$ cat src/rtl/mem_bank_arbiter.sv
// Round-robin arbiter sharing one data-memory bank among NUM_REQ requesters.
// Optional conflict counter (ConflictCnt port) is built when MEM_ARB_STATS_EN is defined.
module mem_bank_arbiter #(
  parameter int NUM_REQ = 4,
  parameter int ADDR_W  = 8,
  parameter int DATA_W  = 8
) (
  input  logic                        Clk,
  input  logic                        Rst,
  input  logic [NUM_REQ-1:0]          Req,
  input  logic [NUM_REQ-1:0]          ReqWr,
  input  logic [NUM_REQ*ADDR_W-1:0]   ReqAddr,
  input  logic [NUM_REQ*DATA_W-1:0]   ReqWData,
  output logic [NUM_REQ-1:0]          Gnt,
  output logic [DATA_W-1:0]           RData,
  output logic [NUM_REQ-1:0]          RValid,
  output logic [ADDR_W-1:0]           MemAddress,
  output logic [DATA_W-1:0]           MemWriteData,
  output logic                        MemWrite,
  output logic                        MemRead,
  input  logic [DATA_W-1:0]           MemReadData
`ifdef MEM_ARB_STATS_EN
  ,
  output logic [15:0]                 ConflictCnt
`endif
);

  localparam int PtrW = (NUM_REQ > 1) ? $clog2(NUM_REQ) : 1;

  typedef enum logic {IDLE, ACCESS} state_t;

  state_t              state_q;
  logic [NUM_REQ-1:0]  gnt_q;
  logic [NUM_REQ-1:0]  rValid_q;
  logic [DATA_W-1:0]   rData_q;
  logic [ADDR_W-1:0]   memAddr_q;
  logic [DATA_W-1:0]   memWData_q;
  logic                memWrite_q;
  logic                memRead_q;
  logic [PtrW-1:0]     ptr_q;

  logic [NUM_REQ-1:0]  eligible;
  logic                found;
  logic [NUM_REQ-1:0]  winGnt;
  logic                winWr;
  logic [ADDR_W-1:0]   winAddr;
  logic [DATA_W-1:0]   winWData;
  logic [PtrW-1:0]     winNextPtr;

  function automatic int rrIndex(input int base, input int offset);
    return (base + offset) % NUM_REQ;
  endfunction

  // A requester being granted this cycle cannot win again until its Gnt pulse ends.
  assign eligible = Req & ~gnt_q;

  always_comb begin
    found      = 1'b0;
    winGnt     = '0;
    winWr      = 1'b0;
    winAddr    = '0;
    winWData   = '0;
    winNextPtr = '0;
    for (int k = 0; k < NUM_REQ; k++) begin
      if (!found && eligible[rrIndex(int'(ptr_q), k)]) begin
        found                          = 1'b1;
        winGnt[rrIndex(int'(ptr_q), k)] = 1'b1;
        winWr      = ReqWr[rrIndex(int'(ptr_q), k)];
        winAddr    = ReqAddr[rrIndex(int'(ptr_q), k)*ADDR_W +: ADDR_W];
        winWData   = ReqWData[rrIndex(int'(ptr_q), k)*DATA_W +: DATA_W];
        winNextPtr = PtrW'(rrIndex(int'(ptr_q), k + 1));
      end
    end
  end

  always_ff @(posedge Clk or posedge Rst) begin
    if (Rst) begin
      state_q    <= IDLE;
      gnt_q      <= '0;
      rValid_q   <= '0;
      rData_q    <= '0;
      memAddr_q  <= '0;
      memWData_q <= '0;
      memWrite_q <= 1'b0;
      memRead_q  <= 1'b0;
      ptr_q      <= '0;
    end else begin
      rValid_q <= '0;
      if (state_q == ACCESS && memRead_q) begin
        rData_q  <= MemReadData;
        rValid_q <= gnt_q;
      end
      // Address and write data keep their last values when the bank is idle.
      if (found) begin
        state_q    <= ACCESS;
        gnt_q      <= winGnt;
        memAddr_q  <= winAddr;
        memWData_q <= winWData;
        memWrite_q <= winWr;
        memRead_q  <= ~winWr;
        ptr_q      <= winNextPtr;
      end else begin
        state_q    <= IDLE;
        gnt_q      <= '0;
        memWrite_q <= 1'b0;
        memRead_q  <= 1'b0;
      end
    end
  end

  assign Gnt          = gnt_q;
  assign RValid       = rValid_q;
  assign RData        = rData_q;
  assign MemAddress   = memAddr_q;
  assign MemWriteData = memWData_q;
  assign MemWrite     = memWrite_q;
  assign MemRead      = memRead_q;

`ifdef MEM_ARB_STATS_EN
  logic [15:0] conflictCnt_q;

  always_ff @(posedge Clk or posedge Rst) begin
    if (Rst) begin
      conflictCnt_q <= '0;
    end else if (($countones(eligible) >= 2) && (conflictCnt_q != 16'hFFFF)) begin
      conflictCnt_q <= conflictCnt_q + 16'd1;
    end
  end

  assign ConflictCnt = conflictCnt_q;
`endif

endmodule
$ cat config.mk
export PLATFORM = sky130hd
export DESIGN_NAME = mem_bank_arbiter
export DESIGN_NICKNAME = d
export VERILOG_FILES = /design/src/rtl/mem_bank_arbiter.sv
export SDC_FILE = /design/constraint.sdc
export NUM_CORES = 1
export LEC_CHECK = 0
export BUFFER_PORTS_ARGS = -buffer_cell sky130_fd_sc_hd__buf_2
export CAP_MARGIN = 20
export CORE_UTILIZATION = 57
export DETAILED_ROUTE_END_ITERATION = 8
export GPL_TIMING_DRIVEN = 0
export PLACE_DENSITY_LB_ADDON = 0.15
export SYNTH_ARGS = -nofsm -noshare
export SYNTH_HDL_FRONTEND = slang
export SYNTH_SLANG_ARGS = --single-unit
$ cat constraint.sdc
create_clock -name Clk -period 4.54 [get_ports Clk]
set_input_delay 0.227 -clock Clk [delete_from_list [all_inputs] [get_ports Clk]]
set_output_delay 0.227 -clock Clk [all_outputs]
set_load 0.1 [all_outputs]
### Word-level counts from Yosys, hierarchy flattened

Cells that the tools add are included.

| storage, ports and cells | value |
|---|---|
| memories | 0 |
| latch bits | 0 |
| output and inout port bits | 34 |
| bits in read-only memories | 0 |
| register bits after elaboration | 37 |
| memory bits (writable) | 0 |
| input port bits | 82 |

| operators by class | value |
|---|---|
| $mul | 0 |
| eq/ne operators | 0 |
| add/sub/neg operators | 4 |
| shift operators | 8 |
| magnitude comparators | 8 |
| bitwise gates (word level) | 9 |
| div/mod/pow operators | 0 |
| multiplexer cells | 59 |
| reductions and logical operators | 14 |

Operators by type and width:

| kind | count |
|---|---|
| 32-bit by 6-bit indexed part select with 8-bit output | 8 |
| 8-bit 2-to-1 mux | 8 |
| 1-bit 2-to-1 mux | 29 |
| 4-bit 2-to-1 mux | 6 |
| 1-bit binary-select mux with 2-bit select | 8 |
| 3-bit by 4-bit < comparator with 1-bit output (second input constant) | 3 |
| 4-bit bitwise OR | 3 |
| 3-bit by 1-bit greater-or-equal comparator with 1-bit output (second input constant) | 3 |
| 1-bit demux with 2-bit select | 4 |
| 1-bit logical AND | 8 |
| 2-bit 2-to-1 mux | 4 |
| 2-bit OR reduction | 3 |
| 2-bit by 1-bit adder with 2-bit output (second input constant) | 2 |
| 2-bit adder (second input constant) | 2 |
| 4-bit bitwise AND | 1 |
| 4-bit NOT | 1 |
| 1-bit bitwise AND (first input constant) | 3 |
| 1-bit logical NOT | 3 |
| 2-bit by 3-bit < comparator with 1-bit output (second input constant) | 1 |
| 2-bit by 1-bit greater-or-equal comparator with 1-bit output (second input constant) | 1 |
| 1-bit NOT | 1 |

### Logic depth before layout (Yosys ltp)

| logic depth | value |
|---|---|
| depth after elaboration | 16 |
| mapped depth | 12 |

### Worst setup path before layout

No wires, ideal clock.

| path | value |
|---|---|
| path kind | register to register |
| start point | register ptr_q[0] |
| end point | register memAddr_q[1] (netlist: MemAddress[1]) |
| data arrival time | 2379 ps |
| setup time | 135 ps |
| period minus slack after synthesis | 2514 ps |
| stages on the path, launching flop included | 9 |
| data required time | 4405 ps |
| slack | 2026 ps |
| path through | dfrtp_1 -> buf_6 -> inv_2 -> ha_1 -> buf_6 -> buf_2 -> mux4_2 -> a221oi_1 -> o221ai_2 |

| between the ends | value |
|---|---|
| longest elaborated chain between the ends | 12 |
| elaborated cells between the ends (all ways) | 38 |
| those cells by class | add/sub (3); shift (4); mux (19); bitwise (3); reduce/logical (9) |

RTL lines:

| what | line | text |
|---|---|---|
| start: declaration | 40 | `logic [PtrW-1:0] ptr_q;` |
| start signal: assignment | 101 | `ptr_q <= winNextPtr;` |
| parallel branches: the longest is 12 deep, another holds 2-bit by 1-bit adder with 2-bit output | n/a |  |
| end signal: assignment | 97 | `memAddr_q <= winAddr;` |
| end: declaration | 36 | `logic [ADDR_W-1:0] memAddr_q;` |

Parallel ways; which one is timed is not known. The select of a mux whose other input is x is not followed.
A chain may end at the register's enable or synchronous reset.

### Final worst setup path

| path | value |
|---|---|
| start point | register ptr_q[0] |
| end point | register memWData_q[3] (netlist: MemWriteData[3]) |

| between the ends | value |
|---|---|
| longest elaborated chain between the ends | 12 |
| elaborated cells between the ends (all ways) | 38 |
| those cells by class | add/sub (3); shift (4); mux (19); bitwise (3); reduce/logical (9) |

RTL lines:

| what | line | text |
|---|---|---|
| parallel branches: the longest is 12 deep, another holds 2-bit by 1-bit adder with 2-bit output | n/a |  |
| end signal: assignment | 98 | `memWData_q <= winWData;` |
| end: declaration | 37 | `logic [DATA_W-1:0] memWData_q;` |

Parallel ways; which one is timed is not known. The select of a mux whose other input is x is not followed.

==> metrics.yaml <==
ios: 116
critPathKind: "flip-flop to flip-flop"
gp_congestion: 0.9845
cts_buffers: 5
synth_top_area_share_pct: 39.95
netlist-cell-type-count: 45
hpwl_um: 8531
maxSlewHeadroom_pct: 45.27
worst-r2r-cell-count: 9
fin_skew_ps: 13.46
violations: "DRC"
drive_gt1_share_pct: 55.48
start_kind: "flip-flop"
cp-end-kind: "flip-flop"
hold_viol_final: 0
crit_path_start: "ptr_q[0]"
ys_top_cells_by_count: "mux4_2 (69), dfrtp_1 (37), o22ai_1 (20)"
synthTopCellsByArea: "mux4_2 (40%), dfrtp_1 (24%), o22ai_1 (3.2%)"
netlist_area_um2: 3890
initial_core_util_pct: 60.23
synth_seq_area_share_pct: 23.80
setup_viol: 0
clkTransAtPathRegs_ps: 90
synth_fa_ha_area_share_pct: 2.573
setup-tns-final_ps: 0
track_usage_pct: 34.54
synth_most_common_cell: "mux4_2"
maxCapViolCount: 0
die_h_um: 84.61
viasPerCell: 7.540
synth_seq_cells: 37
yosysWarnings: 0
syn_area_per_cell_um2: 12.71
port_buffers: 115
rows: 29
grt_pass1_vias: 3668
post_cts_resized: 0
antenna_cells: 0
synth_mux_area_share_pct: 43.04
status: "finished with violations"
cts_sinks: 37
min_period_over_period_pct: 67.95
slew_violations: 0
rsz0062_at_grt: "no"
async_flop_share_pct: 100.0
synth_xor_area_share_pct: 0.2252
drtAntennaViolNets: 0
grt_pass1_wl_um: 18850
synth_top_family_by_area: "multiplexers"
cts_max_level: 2
synth-edff-count: 0
area_growth_pct: 20.71
postCtsHoldBufs: 0
final_nets: 518
worstPathRequired_ps: 4690
period_needed_ps: 3085
hold_class: "input port to asynchronous set/reset pin"
grt_max_degree: 38
fill_cells: 482
placed_area_um2: 4562
die_w_um: 84.61
path_max_fanout: 10
r2r_start: "ptr_q[0]"
clock_path_buffers: 2
post_drt_wl_per_cell_um: 23.42
fmax_mhz: 324.2
worstMarginPinSlew_ps: 819.8
cts_tree: "yes"
multiInputGateArea_um2: 2738
synth_nets: 396
drc: 11
grt.overflow.total: 0
coreArea_um2: 6459
synth_area_leader_cell: "mux4_2"
rr_endpoint: "MemWriteData[3]"
postSynthCellCount: 306
postCtsSetupRepairBufs: 0
insertion_delay_ps: 300
crit_arrival_ps: 3230
drt_iter0_drc: 381
reg2reg_slack_ps: 1460
dr.pass1.iters: 7
seqCellArea_um2: 925.9
vias: 3815
stdcell_area_um2: 4696
routed_wl_um: 11850
dieArea_um2: 7159
antenna_found_initial: 0
synth_simple_gate_area_share_pct: 8.138
root_buffer: "clkbuf_8"
synth_ff_type: "dfrtp_1"
synth_compound_area_share_pct: 16.40
-- metrics by stage --
step | setup slack, ps | instances | utilization (%) | hold slack (ps)
2_1_floorplan | 2026 | 306 | - | 377.6
3_3_place_gp | 1697 | 498 | 70.63 | 460.4
3_5_place_dp | 1620 | 498 | 70.63 | 425.3
4_1_cts | 1601 | 506 | 72.70 | 105.9
5_1_grt | 1372 | 506 | 72.70 | 151.5
6_report | 1455 | 506 | 72.70 | 83.47
-- worst max path at each step --
stage                           end  slack, ps  cells past startpoint
floorplan             MemAddress[1]       2030                      8
global placement      MemAddress[3]       1700                     10
detailed placement  MemWriteData[5]       1620                     10
CTS                 MemWriteData[5]       1600                     10
global route        MemWriteData[3]       1370                     10
finish              MemWriteData[3]       1460                      9
-- critical path, cell delays in order, from the launching register on --
cell and delay [ps]:
dfrtp_1 480, buf_6 200, inv_2 90, ha_1 360
buf_6 170, o2111ai_1 220, a21oi_1 180, nor2_1 490
clkbuf_1 540, o22ai_1 190
-- area by class of cell --
type	instances	share of cell area, %
buffer	31	4.183
clock buffer	5	1.465
clock inverter	3	1.386
inverter	8	0.6395
multi-input combinational	230	58.30
sequential	37	19.72
tap	77	2.052
timing repair buffer	115	12.26
-- logic make-up (layout without fill, tap and decap cells) --
logic type / after synthesis / count (layout)
muxes: 80 / 80
buffers and inverters: 39 / 162
adders and majority gates: 8 / 8
and+or+nand+nor: 57 / 57
DFF: 37 / 37
xor gates and xnor gates: 1 / 1
AOI/OAI and AO/OA: 84 / 84
-- cells in the final DEF, fill, tap and decap left out, types with 5 or more instances in the layout --
master	count
clkbuf_1	7
a221oi_1	14
dfrtp_1	37
o221ai_1	10
nand3_1	9
o21ai_0	7
nor2_1	5
o21ai_1	5
a21oi_1	8
buf_6	8
o22ai_1	20
nand2_1	15
mux4_2	69
ha_1	8
buf_2	128
clkbuf_8	5
mux2_2	8
and3_1	5
nand2b_1	6
-- routing by layer --
metal,vias up,share of wire [%],global-route usage (%)
met5,-,0,0
met4,0,3.4,12.63
met3,49,13,8.161
met2,341,48,55.21
met1,1850,36,46.67
li1,1575,-,-
-- sequential cells by signal, indices dropped and copies added (netlist names) --
| signal | flops |
|---|---|
| MemWriteData | 8 |
| MemWrite | 1 |
| MemAddress | 8 |
| RData | 8 |
| MemRead | 1 |
| state_q | 1 |
| Gnt | 4 |
| ptr_q | 2 |
| RValid | 4 |
Power is not shown: default switching activity piles up to over one toggle a cycle in this logic, so the estimate is an artifact.
